[src/rtl/vscale_dmem_arbiter.sv]
// Round-robin HASTI arbiter merging N_CORES dmem master ports onto one shared slave port.
// Address phases are held across slave stalls. Responses for data-phase owners that are blocked get stashed.
module vscale_dmem_arbiter #(
  parameter  int unsigned N_CORES        = 4,
  parameter  int unsigned CORE_IDX_WIDTH = 2,
  localparam int unsigned ADDR_W         = 32,
  localparam int unsigned DATA_W         = 32,
  localparam int unsigned SIZE_W         = 3,
  localparam int unsigned TRANS_W        = 2,
  localparam int unsigned BURST_W        = 3,
  localparam int unsigned PROT_W         = 4
) (
  input  logic                        clk,
  input  logic                        reset,
  input  logic [N_CORES*ADDR_W-1:0]   m_haddr,
  input  logic [N_CORES-1:0]          m_hwrite,
  input  logic [N_CORES*SIZE_W-1:0]   m_hsize,
  input  logic [N_CORES*TRANS_W-1:0]  m_htrans,
  input  logic [N_CORES*DATA_W-1:0]   m_hwdata,
  output logic [N_CORES*DATA_W-1:0]   m_hrdata,
  output logic [N_CORES-1:0]          m_hready,
  output logic [N_CORES-1:0]          m_hresp,
  output logic [ADDR_W-1:0]           s_haddr,
  output logic                        s_hwrite,
  output logic [SIZE_W-1:0]           s_hsize,
  output logic [BURST_W-1:0]          s_hburst,
  output logic                        s_hmastlock,
  output logic [PROT_W-1:0]           s_hprot,
  output logic [TRANS_W-1:0]          s_htrans,
  output logic [DATA_W-1:0]           s_hwdata,
  input  logic [DATA_W-1:0]           s_hrdata,
  input  logic                        s_hready,
  input  logic                        s_hresp
);

  localparam logic [TRANS_W-1:0] HTRANS_IDLE   = 2'b00;
  localparam logic [TRANS_W-1:0] HTRANS_NONSEQ = 2'b10;

  logic [ADDR_W-1:0]          haddr_a  [N_CORES];
  logic [SIZE_W-1:0]          hsize_a  [N_CORES];
  logic [DATA_W-1:0]          hwdata_a [N_CORES];
  logic [N_CORES-1:0]         req_c;
  logic [N_CORES-1:0]         own_c;
  logic [N_CORES-1:0]         blk_c;
  logic                       grant_valid_c;
  logic [CORE_IDX_WIDTH-1:0]  grant_c;
  logic [CORE_IDX_WIDTH-1:0]  scan_idx_c;

  logic [CORE_IDX_WIDTH-1:0]  rr_ptr_q,     rr_ptr_d;
  logic                       dp_valid_q,   dp_valid_d;
  logic [CORE_IDX_WIDTH-1:0]  dp_owner_q,   dp_owner_d;
  logic                       lock_valid_q, lock_valid_d;
  logic [CORE_IDX_WIDTH-1:0]  lock_owner_q, lock_owner_d;
  logic [N_CORES-1:0]         stash_valid_q, stash_valid_d;
  logic [N_CORES-1:0]         stash_resp_q,  stash_resp_d;
  logic [DATA_W-1:0]          stash_rdata_q [N_CORES];
  logic [DATA_W-1:0]          stash_rdata_d [N_CORES];

  // Unflatten master buses and decode requests.
  always_comb begin
    for (int i = 0; i < N_CORES; i++) begin
      haddr_a[i]  = m_haddr[i*ADDR_W +: ADDR_W];
      hsize_a[i]  = m_hsize[i*SIZE_W +: SIZE_W];
      hwdata_a[i] = m_hwdata[i*DATA_W +: DATA_W];
      req_c[i]    = (m_htrans[i*TRANS_W +: TRANS_W] == HTRANS_NONSEQ);
    end
  end

  // Held address wins; otherwise scan from rr_ptr+1 upward (last hit in the loop is highest priority).
  always_comb begin
    grant_valid_c = 1'b0;
    grant_c       = '0;
    scan_idx_c    = '0;
    if (lock_valid_q) begin
      grant_valid_c = 1'b1;
      grant_c       = lock_owner_q;
    end else begin
      for (int unsigned k = 0; k < N_CORES; k++) begin
        scan_idx_c = CORE_IDX_WIDTH'((32'(rr_ptr_q) + N_CORES - k) % N_CORES);
        if (req_c[scan_idx_c]) begin
          grant_valid_c = 1'b1;
          grant_c       = scan_idx_c;
        end
      end
    end
  end

  always_comb begin
    for (int i = 0; i < N_CORES; i++) begin
      own_c[i] = grant_valid_c && (grant_c == CORE_IDX_WIDTH'(i));
      blk_c[i] = req_c[i] && !own_c[i];
    end
  end

  // Slave request side.
  always_comb begin
    s_htrans    = HTRANS_IDLE;
    s_haddr     = '0;
    s_hwrite    = 1'b0;
    s_hsize     = '0;
    s_hwdata    = '0;
    s_hburst    = '0;
    s_hmastlock = 1'b0;
    s_hprot     = '0;
    if (!reset) begin
      if (grant_valid_c) begin
        s_htrans = HTRANS_NONSEQ;
        s_haddr  = haddr_a[grant_c];
        s_hwrite = m_hwrite[grant_c];
        s_hsize  = hsize_a[grant_c];
      end
      if (dp_valid_q) begin
        s_hwdata = hwdata_a[dp_owner_q];
      end
    end
  end

  // Per-master response side; a stash presents as ready unless that master is mid-request.
  always_comb begin
    m_hready = '1;
    m_hresp  = '0;
    m_hrdata = '0;
    if (!reset) begin
      for (int i = 0; i < N_CORES; i++) begin
        if (blk_c[i]) begin
          m_hready[i] = 1'b0;
        end else if (own_c[i]) begin
          m_hready[i] = s_hready;
        end else if (stash_valid_q[i]) begin
          m_hready[i] = 1'b1;
        end else begin
          m_hready[i] = s_hready;
        end
        m_hrdata[i*DATA_W +: DATA_W] = stash_valid_q[i] ? stash_rdata_q[i] : s_hrdata;
        m_hresp[i]                   = stash_valid_q[i] ? stash_resp_q[i]  : s_hresp;
      end
    end
  end

  always_comb begin
    rr_ptr_d      = rr_ptr_q;
    dp_valid_d    = dp_valid_q;
    dp_owner_d    = dp_owner_q;
    lock_valid_d  = lock_valid_q;
    lock_owner_d  = lock_owner_q;
    stash_valid_d = stash_valid_q;
    stash_resp_d  = stash_resp_q;
    stash_rdata_d = stash_rdata_q;

    if (s_hready) begin
      dp_valid_d   = grant_valid_c;
      lock_valid_d = 1'b0;
      if (grant_valid_c) begin
        dp_owner_d = grant_c;
        rr_ptr_d   = grant_c;
      end
    end else begin
      lock_valid_d = grant_valid_c;
      if (grant_valid_c) begin
        lock_owner_d = grant_c;
      end
    end

    for (int i = 0; i < N_CORES; i++) begin
      if (stash_valid_q[i] && m_hready[i]) begin
        stash_valid_d[i] = 1'b0;
      end
    end

    // Owner is busy presenting a new address, so hold its completed response.
    if (dp_valid_q && s_hready && blk_c[dp_owner_q]) begin
      stash_valid_d[dp_owner_q] = 1'b1;
      stash_rdata_d[dp_owner_q] = s_hrdata;
      stash_resp_d[dp_owner_q]  = s_hresp;
    end
  end

  always_ff @(posedge clk or posedge reset) begin
    if (reset) begin
      rr_ptr_q      <= '0;
      dp_valid_q    <= 1'b0;
      dp_owner_q    <= '0;
      lock_valid_q  <= 1'b0;
      lock_owner_q  <= '0;
      stash_valid_q <= '0;
      stash_resp_q  <= '0;
      for (int i = 0; i < N_CORES; i++) begin
        stash_rdata_q[i] <= '0;
      end
    end else begin
      rr_ptr_q      <= rr_ptr_d;
      dp_valid_q    <= dp_valid_d;
      dp_owner_q    <= dp_owner_d;
      lock_valid_q  <= lock_valid_d;
      lock_owner_q  <= lock_owner_d;
      stash_valid_q <= stash_valid_d;
      stash_resp_q  <= stash_resp_d;
      stash_rdata_q <= stash_rdata_d;
    end
  end

endmodule
[config.mk]
export PLATFORM = sky130hd
export DESIGN_NAME = vscale_dmem_arbiter
export DESIGN_NICKNAME = d
export VERILOG_FILES = /design/src/rtl/vscale_dmem_arbiter.sv
export SDC_FILE = /design/constraint.sdc
export NUM_CORES = 1
export LEC_CHECK = 0
export BUFFER_PORTS_ARGS = -buffer_cell sky130_fd_sc_hd__buf_4
export CAP_MARGIN = 15
export CELL_PAD_IN_SITES_DETAIL_PLACEMENT = 1
export CELL_PAD_IN_SITES_GLOBAL_PLACEMENT = 1
export CORE_AREA = 2 2 205 207
export DETAILED_ROUTE_END_ITERATION = 8
export DIE_AREA = 0 0 207 209
export GPL_TIMING_DRIVEN = 0
export PLACE_DENSITY = 0.72
export SLEW_MARGIN = 5
export SYNTH_ARGS = -nofsm -noshare
export SYNTH_HDL_FRONTEND = slang
export SYNTH_SLANG_ARGS = --single-unit
[constraint.sdc]
create_clock -name clk -period 7.4 [get_ports clk]
set_clock_uncertainty 0.2 [all_clocks]
set_input_delay 1.48 -clock clk [delete_from_list [all_inputs] [get_ports clk]]
set_output_delay 1.48 -clock clk [all_outputs]
set_load 0.01 [all_outputs]
==> implementation parameters, run 1 <==
Parameter                              Value

Power and ir drop
  Share of power burned in combinational logic    53.9%
  PwrDens    318.0 nW/um2
  Static leakage power    7.086 nW
  Internal    2.961 mW
  Switching Share    38.86%
  Fraction of power consumed by the clock network    18.9%
  Switching power total    1.882 mW
  Worst-case vdd ir drop    0.1223 mV
  Relative contribution of sequential cells to total power    27.2%
  Total power    4.843 mW

Yosys
  Distinct cell type count of the synthesized netlist    49
  Fraction of registers with async set or reset after synthesis    100.0%
  Cell types occupying the most area after synthesis    dfrtp_1, mux4_2, mux2i_1
  Netlist Area Pre-Place    9971 um2
  Flip-flop and latch count after synthesis    142
  Cell count after synthesis    859
  Cell type with the highest aggregate area in the netlist    dfrtp_1
  Predominant post-synthesis flop cell    dfrtp_1
  Proportion of netlist area held by the largest area contributor    35.64%
  Number of warnings reported in the yosys synthesis log    0
  Post-synthesis average cell area    11.61 um2
  Post-synthesis sequential area ratio    35.64%
  Number of enable-type register cells in the synthesized netlist    0

CTS
  Count of H-tree levels built during CTS    4
  Clock root cell    clkbuf_16
  Max clock buf depth    2
  Clock-pin slew on the worst setup and hold paths    0.07 ns
  Number of buffers added by the clock tree synthesis step    17
  Clock latency on the worst-skew pair    0.43 ns
  CTS tree    built
  Number of sinks on the clock net    142
  Setup Buffers After CTS    0

STA
  Final slew viol count    0
  Final min period    6.760 ns
  Slew at the pin closest to its max-slew limit    1.014 ns
  Number of hold-slack violations in the final timing report    0
  Maximum clock frequency    147.9 MHz
  Count of final setup violators    0
  Final period util    91.35%
  Relative slew margins    32.39%
  Smallest setup slack after layout    0.6402 ns
  RSZ-0062 raised after global routing    false

GRT
  Number of global-route vias before repair    10044
  Overall fraction of global-route tracks in use    22.96%
  Number of antenna violations at the first check in global routing    3
  Grt ovf    0
  Wire length of the first global-routing pass    73200 um
  Pin count of the biggest net entering global routing    82

Worst setup path
  Worst reg2reg setup slack    2.04 ns
  Cell repeated most along the worst path    clkbuf_1
  Arrival @ worst endpoint    5.08 ns
  WP data required    5.72 ns
  Dominant delay contributor by cell family on the critical path    buffers and inverters
  Type of destination of the critical path    output port
  Worst reg2reg path endpoint    stash_rdata_q[81]
  Depth of the worst register-to-register path    12
  Worst setup path class    reg2out
  Maximum fanout along the worst path    19
  Buffers & Inverters on Critical Path    5
  Critical-path cell list    buf_2 -> inv_1 -> ha_1 -> clkbuf_1 -> nor2_1 -> a2111oi_0 -> o311ai_0 -> nand2_2 -> clkbuf_1 -> mux4_2 -> nor2b_1 -> buf_4
  Reg-to-reg startpoint    dp_owner_q[1]
  Master of the slowest instance on the critical path    dfrtp_1
  Startpoint kind of the worst setup timing path    flip-flop
  Delay of the slowest critical-path stage    0.51 ns

Placed design
  I/O Buffers    519
  Worst slack at placement    0.03237 ns
  Number of placed instances with taps included    1926
  Final weighted congestion in routability-driven placement    0.9759
  Detailed placer's ending HPWL    40840 um

Run
  Max capacitance violation total    0

Floorplan
  Height of the chip    209 um
  Total number of placement rows    75
  Area enclosed by the die boundary    43260 um2
  Die width    207 um
  Starting utilization of the core area    24.15%
  IO Pins    530
  Area of the placeable core    41290 um2

Detailed routing
  Iter 0 DRT Violations    359
  Routed vias    9361
  DRC violations left    0
  Final routed wirelength across all metal layers    50190 um
  Average detailed-routed wire length per instance    25.64 um
  Number of iterations in the first detailed-routing pass    4
  Average via count per standard cell    4.783
  Antenna Violating Nets Remaining    0

Worst hold path
  Hold depth    1
  Min-Delay Endpoint    stash_rdata_q[64]
  Worst min-delay path class    reg2reg
  Start point of the worst min-delay path    stash_rdata_q[64]

Cells and area
  Post-layout nets    1724
  Layout overhead on the synthesized area    52.74%
  Most common library cell in the layout ignoring fill and taps    buf_4
  Utilization after layout    36.88%
  Number of standard cells in the final layout excluding fillers    1957
  Proportion of layout cells with a drive suffix above 1    48.48%
  Top library cells by usage in the layout, fill and taps aside    buf_4, dfrtp_1, nor2_1

Run status
  Result of the run    finished clean
## state kept, by name, indices dropped and copies added, names as in the netlist
register       count
dp_owner_q         2
lock_valid_q       1
lock_owner_q       2
stash_valid_q      4
stash_resp_q       4
stash_rdata_q    128
dp_valid_q         1
## repair_timing
item	4_1_cts	5_1_grt
gates resized for setup	2	0
setup endpoints to repair	29	29
gates cloned	0	0
hold buffers	0	0
## layer usage
metal | part of all wire [%] | routed length (um) | GRT usage (%) | vias up
met2 | 52 | 26140 | 41.38 | 309
li1 | - | - | - | 4215
met3 | 5.4 | 2706 | 5.020 | 34
met1 | 41 | 20500 | 28.18 | 4801
met4 | 1.6 | 824 | 4.384 | 2
met5 | 0.016 | 8 | 0 | -
## how the worst max path moves through the flow
| stage | from | end | slack (ns) | cells past startpoint |
|---|---|---|---|---|
| floorplan | reset | s_hwdata[1] | 1.66 | 3 |
| global placement | dp_owner_q[1] | s_haddr[20] | -0.02 | 14 |
| detailed placement | dp_owner_q[1] | s_haddr[28] | 0.03 | 14 |
| CTS | dp_owner_q[1] | s_haddr[8] | 0.05 | 13 |
| global route | dp_owner_q[1] | s_haddr[16] | 0.26 | 12 |
| finish | dp_owner_q[1] | s_haddr[8] | 0.64 | 12 |
## cell type report
class | count | area [um2]
antenna | 1 | 2.502
buffer | 81 | 437.9
clock buffer | 17 | 425.4
clock inverter | 15 | 196.4
fill | 4699 | 26060
inverter | 5 | 18.77
multi-input combinational | 637 | 5997
sequential | 142 | 3553
tap | 539 | 674.4
timing repair buffer | 520 | 3924
## logic make-up after synthesis
kind of cell    count (synthesis)  share of synthesized area (%)
mux                           336                          44.05
simple gates                  250                          12.06
flops                         142                          35.64
buf+inv                        88                          4.543
compound gates                 38                          3.175
fa+ha+maj                       4                         0.5020
other cells                     1                        0.03761
## worst register-to-register path: stages (launching register included)
cell and delay (ns):
dfrtp_1 0.51, buf_2 0.49, inv_1 0.17, ha_1 0.32, clkbuf_1 0.40, a21oi_1 0.08, o311ai_0 0.82, nand2_2 0.48
o31a_1 0.42, o22a_4 0.28, o21ai_4 0.39, buf_4 0.31, mux2_1 0.36
## synthesized netlist by cell type, types with 4 or more instances
library cell	instances
inv_1	4
buf_6	9
nor2b_1	44
buf_1	10
dfrtp_1	142
ha_1	4
mux2_1	108
buf_4	12
mux2_2	24
o21ai_0	4
mux2i_1	135
nand2_1	11
mux4_2	69
o21ai_4	4
a21oi_1	11
buf_2	8
nor2_1	140
clkbuf_1	44
and3_1	32
## power by group through the flow
stage | Clock, mW | Sequential (mW) | Combinational, mW
finish | 0.914 | 1.32 | 2.61
global route | 0.971 | 1.36 | 2.81
CTS | 0.935 | 1.32 | 2.67
detailed placement | 0 | 1.33 | 2.65
global placement | 0 | 1.30 | 2.63
floorplan | 0 | 1.27 | 1.58
## metrics by stage
stage | hold slack [ns] | cell area [um2] | TNS, ns
after global placement | 0.2728 | 14570 | -0.04253
after floorplan | 0.2640 | 10000 | 0
after detailed placement | 0.2808 | 14610 | 0
after CTS | 0.2951 | 15230 | 0
final | 0.2896 | 15230 | 0
after global routing | 0.3075 | 15230 | 0
Note: power is estimated with default switching activity, not from simulation.
==> run 2: changes to the inputs <==
--- a/config.mk
+++ b/config.mk
@@ -13,7 +13,7 @@
 export DETAILED_ROUTE_END_ITERATION = 8
 export DIE_AREA = 0 0 207 209
 export GPL_TIMING_DRIVEN = 0
-export PLACE_DENSITY = 0.72
+export PLACE_DENSITY_LB_ADDON = 0.1
 export SLEW_MARGIN = 5
 export SYNTH_ARGS = -nofsm -noshare
 export SYNTH_HDL_FRONTEND = slang
==> run 2 against run 1 <==
Core utilization is 0.14 points lower. Sequential share of layout area is 0.087 points higher. Highest routed layer unchanged. Non-clock buffer count stayed put. Largest cell class unchanged.
==> implementation parameters, run 2 (synthesized netlist as in run 1, its figures left out) <==
Parameter                              Value

Run status
  Result of the run    finished clean

STA
  Slew at the pin closest to its max-slew limit    0.9523 ns (-0.06185 ns)
  Final period util    93.18% (+1.8 points)
  Final slew viol count    0 (unchanged)
  Number of hold-slack violations in the final timing report    0 (unchanged)
  Final min period    6.895 ns (+0.1355 ns)
  Count of final setup violators    0 (unchanged)
  Worst-case hold slack    0.2886 ns (-0.0009510 ns)
  Maximum clock frequency    145.0 MHz (-2.0%)
  RSZ-0062 raised after global routing    false
  Relative slew margins    36.52% (+4.1 points)

Worst setup path
  Startpoint kind of the worst setup timing path    flip-flop
  Master of the slowest instance on the critical path    a2111oi_0
  Maximum fanout along the worst path    19 (unchanged)
  Reg-to-reg startpoint    dp_owner_q[1]
  Worst reg2reg setup slack    2.10 ns (+0.06 ns)
  Worst setup path class    reg2out
  Delay of the slowest critical-path stage    0.55 ns (+0.04 ns)
  Cell repeated most along the worst path    clkbuf_1
  Dominant delay contributor by cell family on the critical path    buffers and inverters
  Worst reg2reg path endpoint    stash_rdata_q[85]
  Buffers & Inverters on Critical Path    5 (unchanged)
  Depth of the worst register-to-register path    12 (unchanged)
  Arrival @ worst endpoint    5.22 ns (+0.14 ns)
  Critical-path cell list    buf_2 -> inv_1 -> ha_1 -> clkbuf_1 -> nor2_1 -> a2111oi_0 -> o311ai_0 -> nand2_2 -> clkbuf_1 -> mux4_2 -> nor2b_1 -> buf_4
  Type of destination of the critical path    output port
  WP data required    5.72 ns (about the same)

Cells and area
  Utilization after layout    36.75% (-0.14 points)
  Number of standard cells in the final layout excluding fillers    1961 (+0.20%)
  Flip-flop count of the largest register, all copies and words added    128 (unchanged)
  Biggest registers after layout    stash_rdata_q: 128 flops, stash_resp_q: 4 flops, stash_valid_q: 4 flops
  Top reg by flops    stash_rdata_q
  Fill count    4683 (-0.34%)
  Most common library cell in the layout ignoring fill and taps    buf_4
  Layout overhead on the synthesized area    52.18%
  Area of combinational cells with multiple inputs    5997 um2 (unchanged)
  Post-layout nets    1724 (unchanged)
  Sequential cell area in the final layout    3553 um2 (unchanged)
  Top library cells by usage in the layout, fill and taps aside    buf_4, dfrtp_1, nor2_1
  Proportion of layout cells with a drive suffix above 1    48.16% (-0.32 points)

Floorplan
  Total number of placement rows    75 (unchanged)
  Starting utilization of the core area    24.15% (unchanged)
  Area enclosed by the die boundary    43260 um2 (unchanged)
  Area of the placeable core    41290 um2 (unchanged)
  Die width    207 um (unchanged)
  Height of the chip    209 um (unchanged)
  IO Pins    530 (unchanged)

CTS
  Clock-pin slew on the worst setup and hold paths    0.06 ns (about the same)
  Number of buffers added by the clock tree synthesis step    17 (unchanged)
  Clock latency on the worst-skew pair    0.43 ns (about the same)
  Count of H-tree levels built during CTS    4 (unchanged)
  Setup Buffers After CTS    0 (unchanged)
  Number of sinks on the clock net    142 (unchanged)
  CTS tree    built
  Clock root cell    clkbuf_16
  Max clock buf depth    2 (unchanged)

Detailed routing
  Routed vias    9268 (-0.99%)
  Antenna Violating Nets Remaining    0 (unchanged)
  Iter 0 DRT Violations    401 (+12%)
  Final routed wirelength across all metal layers    51570 um (+2.8%)
  DRC violations left    0 (unchanged)
  Average via count per standard cell    4.726 (-1.2%)
  Average detailed-routed wire length per instance    26.30 um (+2.5%)
  Number of iterations in the first detailed-routing pass    4 (unchanged)

Run
  Max capacitance violation total    0 (unchanged)

GRT
  Wire length of the first global-routing pass    73910 um (+0.97%)
  Pin count of the biggest net entering global routing    96 (+17%)
  Overall fraction of global-route tracks in use    23.53% (+0.57 points)
  Number of global-route vias before repair    10042 (-0.020%)
  Grt ovf    0 (unchanged)
  Number of antenna violations at the first check in global routing    8 (+5)

Worst hold path
  Hold depth    1 (unchanged)
  Start point of the worst min-delay path    stash_rdata_q[28]
  Min-Delay Endpoint    stash_rdata_q[28]
  Worst min-delay path class    reg2reg

Power and ir drop
  PwrDens    310.4 nW/um2 (-2.4%)
  Total power    4.710 mW (-2.7%)
  Worst-case vdd ir drop    0.1301 mV (+6.4%)
  Static leakage power    7.055 nW (-0.44%)

Placed design
  Final weighted congestion in routability-driven placement    0.9605 (-1.6%)
  Detailed placer's ending HPWL    42200 um (+3.3%)
  Number of placed instances with taps included    1926 (unchanged)
  I/O Buffers    519 (unchanged)
## run 2: through the flow
step	setup slack, ns	setup TNS [ns]	cell area [um2]
floorplan	1.659	0	10000
global placement	-0.09809	-0.5664	14570
detailed placement	0.02388	0	14610
CTS	0.4219	0	15160
global route	0.1297	0	15170
finish	0.5048	0	15170
## run 2: where the power goes
part	total, mW	leakage, nW	internal, mW	switching [mW]
logic	2.56	4.97	1.31	1.25
clock network	0.839	0.270	0.493	0.346
registers	1.31	1.81	1.13	0.183
total	4.71	7.05	2.93	1.78
## run 2: worst max-delay path by stage
stage | from | to | cells after the start
CTS | dp_owner_q[1] | s_haddr[22] | 12
finish | dp_owner_q[1] | s_haddr[22] | 12
global placement | dp_owner_q[1] | s_haddr[22] | 14
detailed placement | dp_owner_q[1] | s_haddr[22] | 14
global route | dp_owner_q[1] | s_haddr[22] | 12
floorplan | reset | s_hwdata[1] | 3
## run 2: layout make-up
type,instances,area share (%)
Inverter,5,0.1237
Clock inverter,11,0.7751
Clock buffer,20,2.878
Tap cell,539,4.445
Antenna cell,6,0.09895
Sequential cell,142,23.42
Multi-Input combinational cell,637,39.52
Buffer,81,2.878
Timing Repair Buffer,520,25.86
## run 2: worst register-to-register path, delay by kind of cell, from the launching register on
kind | cells | cell delay (ns)
flip-flops | 1 | 0.52
buffers and inverters | 4 | 1.38
AND/OR/NAND/NOR | 1 | 0.46
adder cells (fa/ha/maj) | 1 | 0.33
AO/OA/AOI/OAI | 5 | 1.96
multiplexers | 1 | 0.35
## run 2: routing by layer
layer | up-vias | global-route usage [%] | wire (um)
met1 | 4701 | 28.47 | 21010
met5 | - | 0 | 27
li1 | 4213 | - | -
met2 | 311 | 40.15 | 25830
met3 | 39 | 7.559 | 3843
met4 | 4 | 6.453 | 863
## run 2: timing repair
| item | CTS | global route |
|---|---|---|
| hold buffers | 0 | 0 |
| endpoints found under the setup margin | 29 | 0 |
| gates resized for setup | 1 | 0 |
| endpoints found under the hold margin | 0 | 0 |
==> run 3: changes to the inputs <==
--- a/config.mk
+++ b/config.mk
@@ -5,13 +5,14 @@
 export SDC_FILE = /design/constraint.sdc
 export NUM_CORES = 1
 export LEC_CHECK = 0
+export ABC_AREA = 1
 export BUFFER_PORTS_ARGS = -buffer_cell sky130_fd_sc_hd__buf_4
 export CAP_MARGIN = 15
 export CELL_PAD_IN_SITES_DETAIL_PLACEMENT = 1
 export CELL_PAD_IN_SITES_GLOBAL_PLACEMENT = 1
-export CORE_AREA = 2 2 205 207
+export CORE_AREA = 2 2 208 210
 export DETAILED_ROUTE_END_ITERATION = 8
-export DIE_AREA = 0 0 207 209
+export DIE_AREA = 0 0 210 212
 export GPL_TIMING_DRIVEN = 0
 export PLACE_DENSITY_LB_ADDON = 0.1
 export SLEW_MARGIN = 5
==> run 3 against run 2 <==
Worst setup slack gained 0.14 ns. Non-clock buffer count increased by 75. Fmax increased by 2.0%. Final area is 3.2% higher. Critical endpoint is now s_haddr[14]. Highest routed layer is now met4.
==> implementation parameters, run 3 <==
Parameter                              Value

Run status
  Result of the run    finished clean

Floorplan
  Height of the chip    212 um (+1.4%)
  Starting utilization of the core area    24.38% (+0.23 points)
  Area of the placeable core    42510 um2 (+2.9%)
  Area enclosed by the die boundary    44520 um2 (+2.9%)
  Total number of placement rows    76 (+1.3%)
  IO Pins    530 (unchanged)
  Die width    210 um (+1.4%)

Power and ir drop
  Static leakage power    8.278 nW (+17%)
  Worst-case vdd ir drop    0.1305 mV (+0.32%)
  PwrDens    354.4 nW/um2 (+14%)

Detailed routing
  Final routed wirelength across all metal layers    61880 um (+20%)
  DRC violations left    0 (unchanged)
  Routed vias    13745 (+48%)
  Number of iterations in the first detailed-routing pass    5 (+1)
  Iter 0 DRT Violations    735 (+83%)
  Average via count per standard cell    4.982 (+5.4%)
  Average detailed-routed wire length per instance    22.43 um (-15%)
  Antenna Violating Nets Remaining    0 (unchanged)

CTS
  Clock-pin slew on the worst setup and hold paths    0.06 ns (about the same)
  Hold_buf cts    0 (unchanged)
  Clock root cell    clkbuf_16
  Number of buffers added by the clock tree synthesis step    17 (unchanged)
  Cells resized by post-CTS repair    0 (-1)
  Setup Buffers After CTS    0 (unchanged)
  Clock latency on the worst-skew pair    0.43 ns (about the same)
  CTS tree    built
  Count of H-tree levels built during CTS    4 (unchanged)
  Max clock buf depth    2 (unchanged)
  Number of sinks on the clock net    142 (unchanged)

STA
  Final slew viol count    0 (unchanged)
  Final min period    6.759 ns (-0.1359 ns)
  RSZ-0062 raised after global routing    false
  Number of hold-slack violations in the final timing report    0 (unchanged)
  Relative slew margins    39.24% (+2.7 points)
  Final period util    91.34% (-1.8 points)
  Maximum clock frequency    147.9 MHz (+2.0%)
  Count of final setup violators    0 (unchanged)
  Worst-case hold slack    0.2809 ns (-0.007786 ns)
  Smallest setup slack after layout    0.6407 ns (+0.1359 ns)
  Slew at the pin closest to its max-slew limit    0.8996 ns (-0.05268 ns)

Yosys
  Number of enable-type register cells in the synthesized netlist    0 (unchanged)
  Most repeated cell in the gate-level netlist after synthesis    nor2_1
  Number of warnings reported in the yosys synthesis log    0 (unchanged)
  Distinct cell type count of the synthesized netlist    25 (-49%)
  Post-synthesis average cell area    6.280 um2 (-46%)
  Predominant post-synthesis flop cell    dfrtp_1
  Proportion of netlist area held by the largest area contributor    34.30% (-1.3 points)
  Flip-flop and latch count after synthesis    142 (unchanged)
  Post-synthesis sequential area ratio    34.30% (-1.3 points)
  Cell types occupying the most area after synthesis    dfrtp_1, nor2_1, nand2_1
  Fraction of registers with async set or reset after synthesis    100.0% (unchanged)
  Cell type with the highest aggregate area in the netlist    dfrtp_1
  Netlist Area Pre-Place    10360 um2 (+3.9%)
  Top cells by instance count after synthesis    nor2_1, nand2_1, o21ai_0, nand4_1, dfrtp_1
  Cell count after synthesis    1650 (+92%)

GRT
  Global-route met2 utilization    48.91% (+8.8 points)
  Met1 track demand over resource    33.08% (+4.6 points)
  Wire length of the first global-routing pass    91480 um (+24%)
  Overall fraction of global-route tracks in use    27.40% (+3.9 points)
  Grt ovf    0 (unchanged)
  Number of global-route vias before repair    14222 (+42%)
  Pin count of the biggest net entering global routing    80 (-17%)
  Top Usage Layer GRT    met2
  Met3 Track Usage GR    5.879% (-1.7 points)
  Number of antenna violations at the first check in global routing    4 (-4)

Worst setup path
  Type of destination of the critical path    output port
  Dominant delay contributor by cell family on the critical path    buffers and inverters
  Worst setup path class    reg2out
  Maximum fanout along the worst path    11 (-8)
  Critical-path cell list    inv_2 -> buf_4 -> clkbuf_1 -> clkbuf_1 -> ha_1 -> inv_1 -> nand2_1 -> nand2_1 -> nand3_1 -> nand2_1 -> nand2_1 -> inv_1 -> nand3_1 -> clkinv_1 -> clkbuf_1 -> nand2_1 -> a41oi_1 -> buf_4
  Arrival @ worst endpoint    5.08 ns (-0.14 ns)
  Startpoint kind of the worst setup timing path    flip-flop
  Cell repeated most along the worst path    nand2_1
  WP data required    5.72 ns (about the same)
  Buffers & Inverters on Critical Path    9 (+4)
  Master of the slowest instance on the critical path    a41oi_1
  Delay of the slowest critical-path stage    0.75 ns (+0.20 ns)

Cells and area
  Top library cells by usage in the layout, fill and taps aside    buf_4, nor2_1, nand2_1
  Final cell area excluding filler cells    15650 um2 (+3.2%)
  Biggest registers after layout    stash_rdata_q: 128 flops, stash_resp_q: 4 flops, stash_valid_q: 4 flops
  Post-layout nets    2518 (+46%)
  Top reg by flops    stash_rdata_q
  Proportion of layout cells with a drive suffix above 1    27.69% (-20 points)
  Fill count    5575 (+19%)
  Flip-flop count of the largest register, all copies and words added    128 (unchanged)
  Most common library cell in the layout ignoring fill and taps    buf_4
  Layout overhead on the synthesized area    51.08%

Run
  Max capacitance violation total    0 (unchanged)

Placed design
  Worst slack at placement    1.088 ns (+1.064 ns)
  Detailed placer's ending HPWL    49400 um (+17%)
  Final weighted congestion in routability-driven placement    0.9067 (-5.6%)
  Placed standard-cell area    15020 um2 (+2.8%)
  I/O Buffers    520 (+0.19%)

Worst hold path
  Worst min-delay path class    reg2reg
-- run 3: kinds of logic after synthesis --
| kind of cell | synth area share, % |
|---|---|
| buf+inv | 8.948 |
| fa+ha+maj | 0.4831 |
| compound gates | 15.87 |
| simple gates | 40.37 |
| other cells | 0.03619 |
| flops | 34.30 |
-- run 3: path summary, 6_finish.rpt --
| check | startpoint | depth (start not counted) | to | slack, ns |
|---|---|---|---|---|
| worst max-delay path | dp_owner_q[0] | 18 | s_haddr[14] | 0.64 |
| worst min-delay path | stash_rdata_q[108] | 2 | stash_rdata_q[108] | 0.28 |
| worst max register to register | dp_owner_q[0] | 20 | stash_rdata_q[95] | 3.07 |
| worst min register to register | stash_rdata_q[108] | 2 | stash_rdata_q[108] | 0.28 |
| max in group asynchronous | reset | 5 | stash_rdata_q[115] | 4.32 |
| min in group asynchronous | reset | 4 | stash_rdata_q[34] | 1.84 |
-- run 3: area by class of cell --
cell class,instances,area [um2],share of cell area [%]
inverter,52,195.2,1.247
tap,546,683.2,4.364
sequential,142,3553,22.70
multi-input combinational,1309,5911,37.76
antenna,3,7.507,0.04796
clock buffer,20,466.7,2.981
clock inverter,11,163.9,1.047
timing repair buffer,521,3931,25.11
buffer,155,742.0,4.740
-- run 3: where the power goes --
group | total (mW) | leakage (nW) | internal (mW) | switching, mW
Clock | 0.944 | 0.308 | 0.588 | 0.357
Combinational | 3.31 | 6.13 | 1.14 | 2.17
Sequential | 1.30 | 1.84 | 1.10 | 0.196
-- run 3: worst min-delay path, stage by stage, from the launching register on --
cell     delay (ns)
dfrtp_1        0.34
nand2_1        0.06
nand2_1        0.05
-- run 3: routing by layer --
layer  vias up  share of wire (%)
li1       6592                  -
met1      6710                 41
met2       388                 50
met3        55                5.8
met4         0                2.5
met5         -                  0
-- run 3: per-stage QoR --
stage | utilization [%] | instances | setup TNS [ns] | power (mW)
after floorplan | - | 1658 | 0 | 3.145
after global placement | 35.24 | 2724 | -4.116 | 4.570
after detailed placement | 35.33 | 2725 | 0 | 4.629
after CTS | 36.81 | 2756 | 0 | 5.590
after global routing | 36.83 | 2759 | 0 | 5.981
final | 36.83 | 2759 | 0 | 5.548
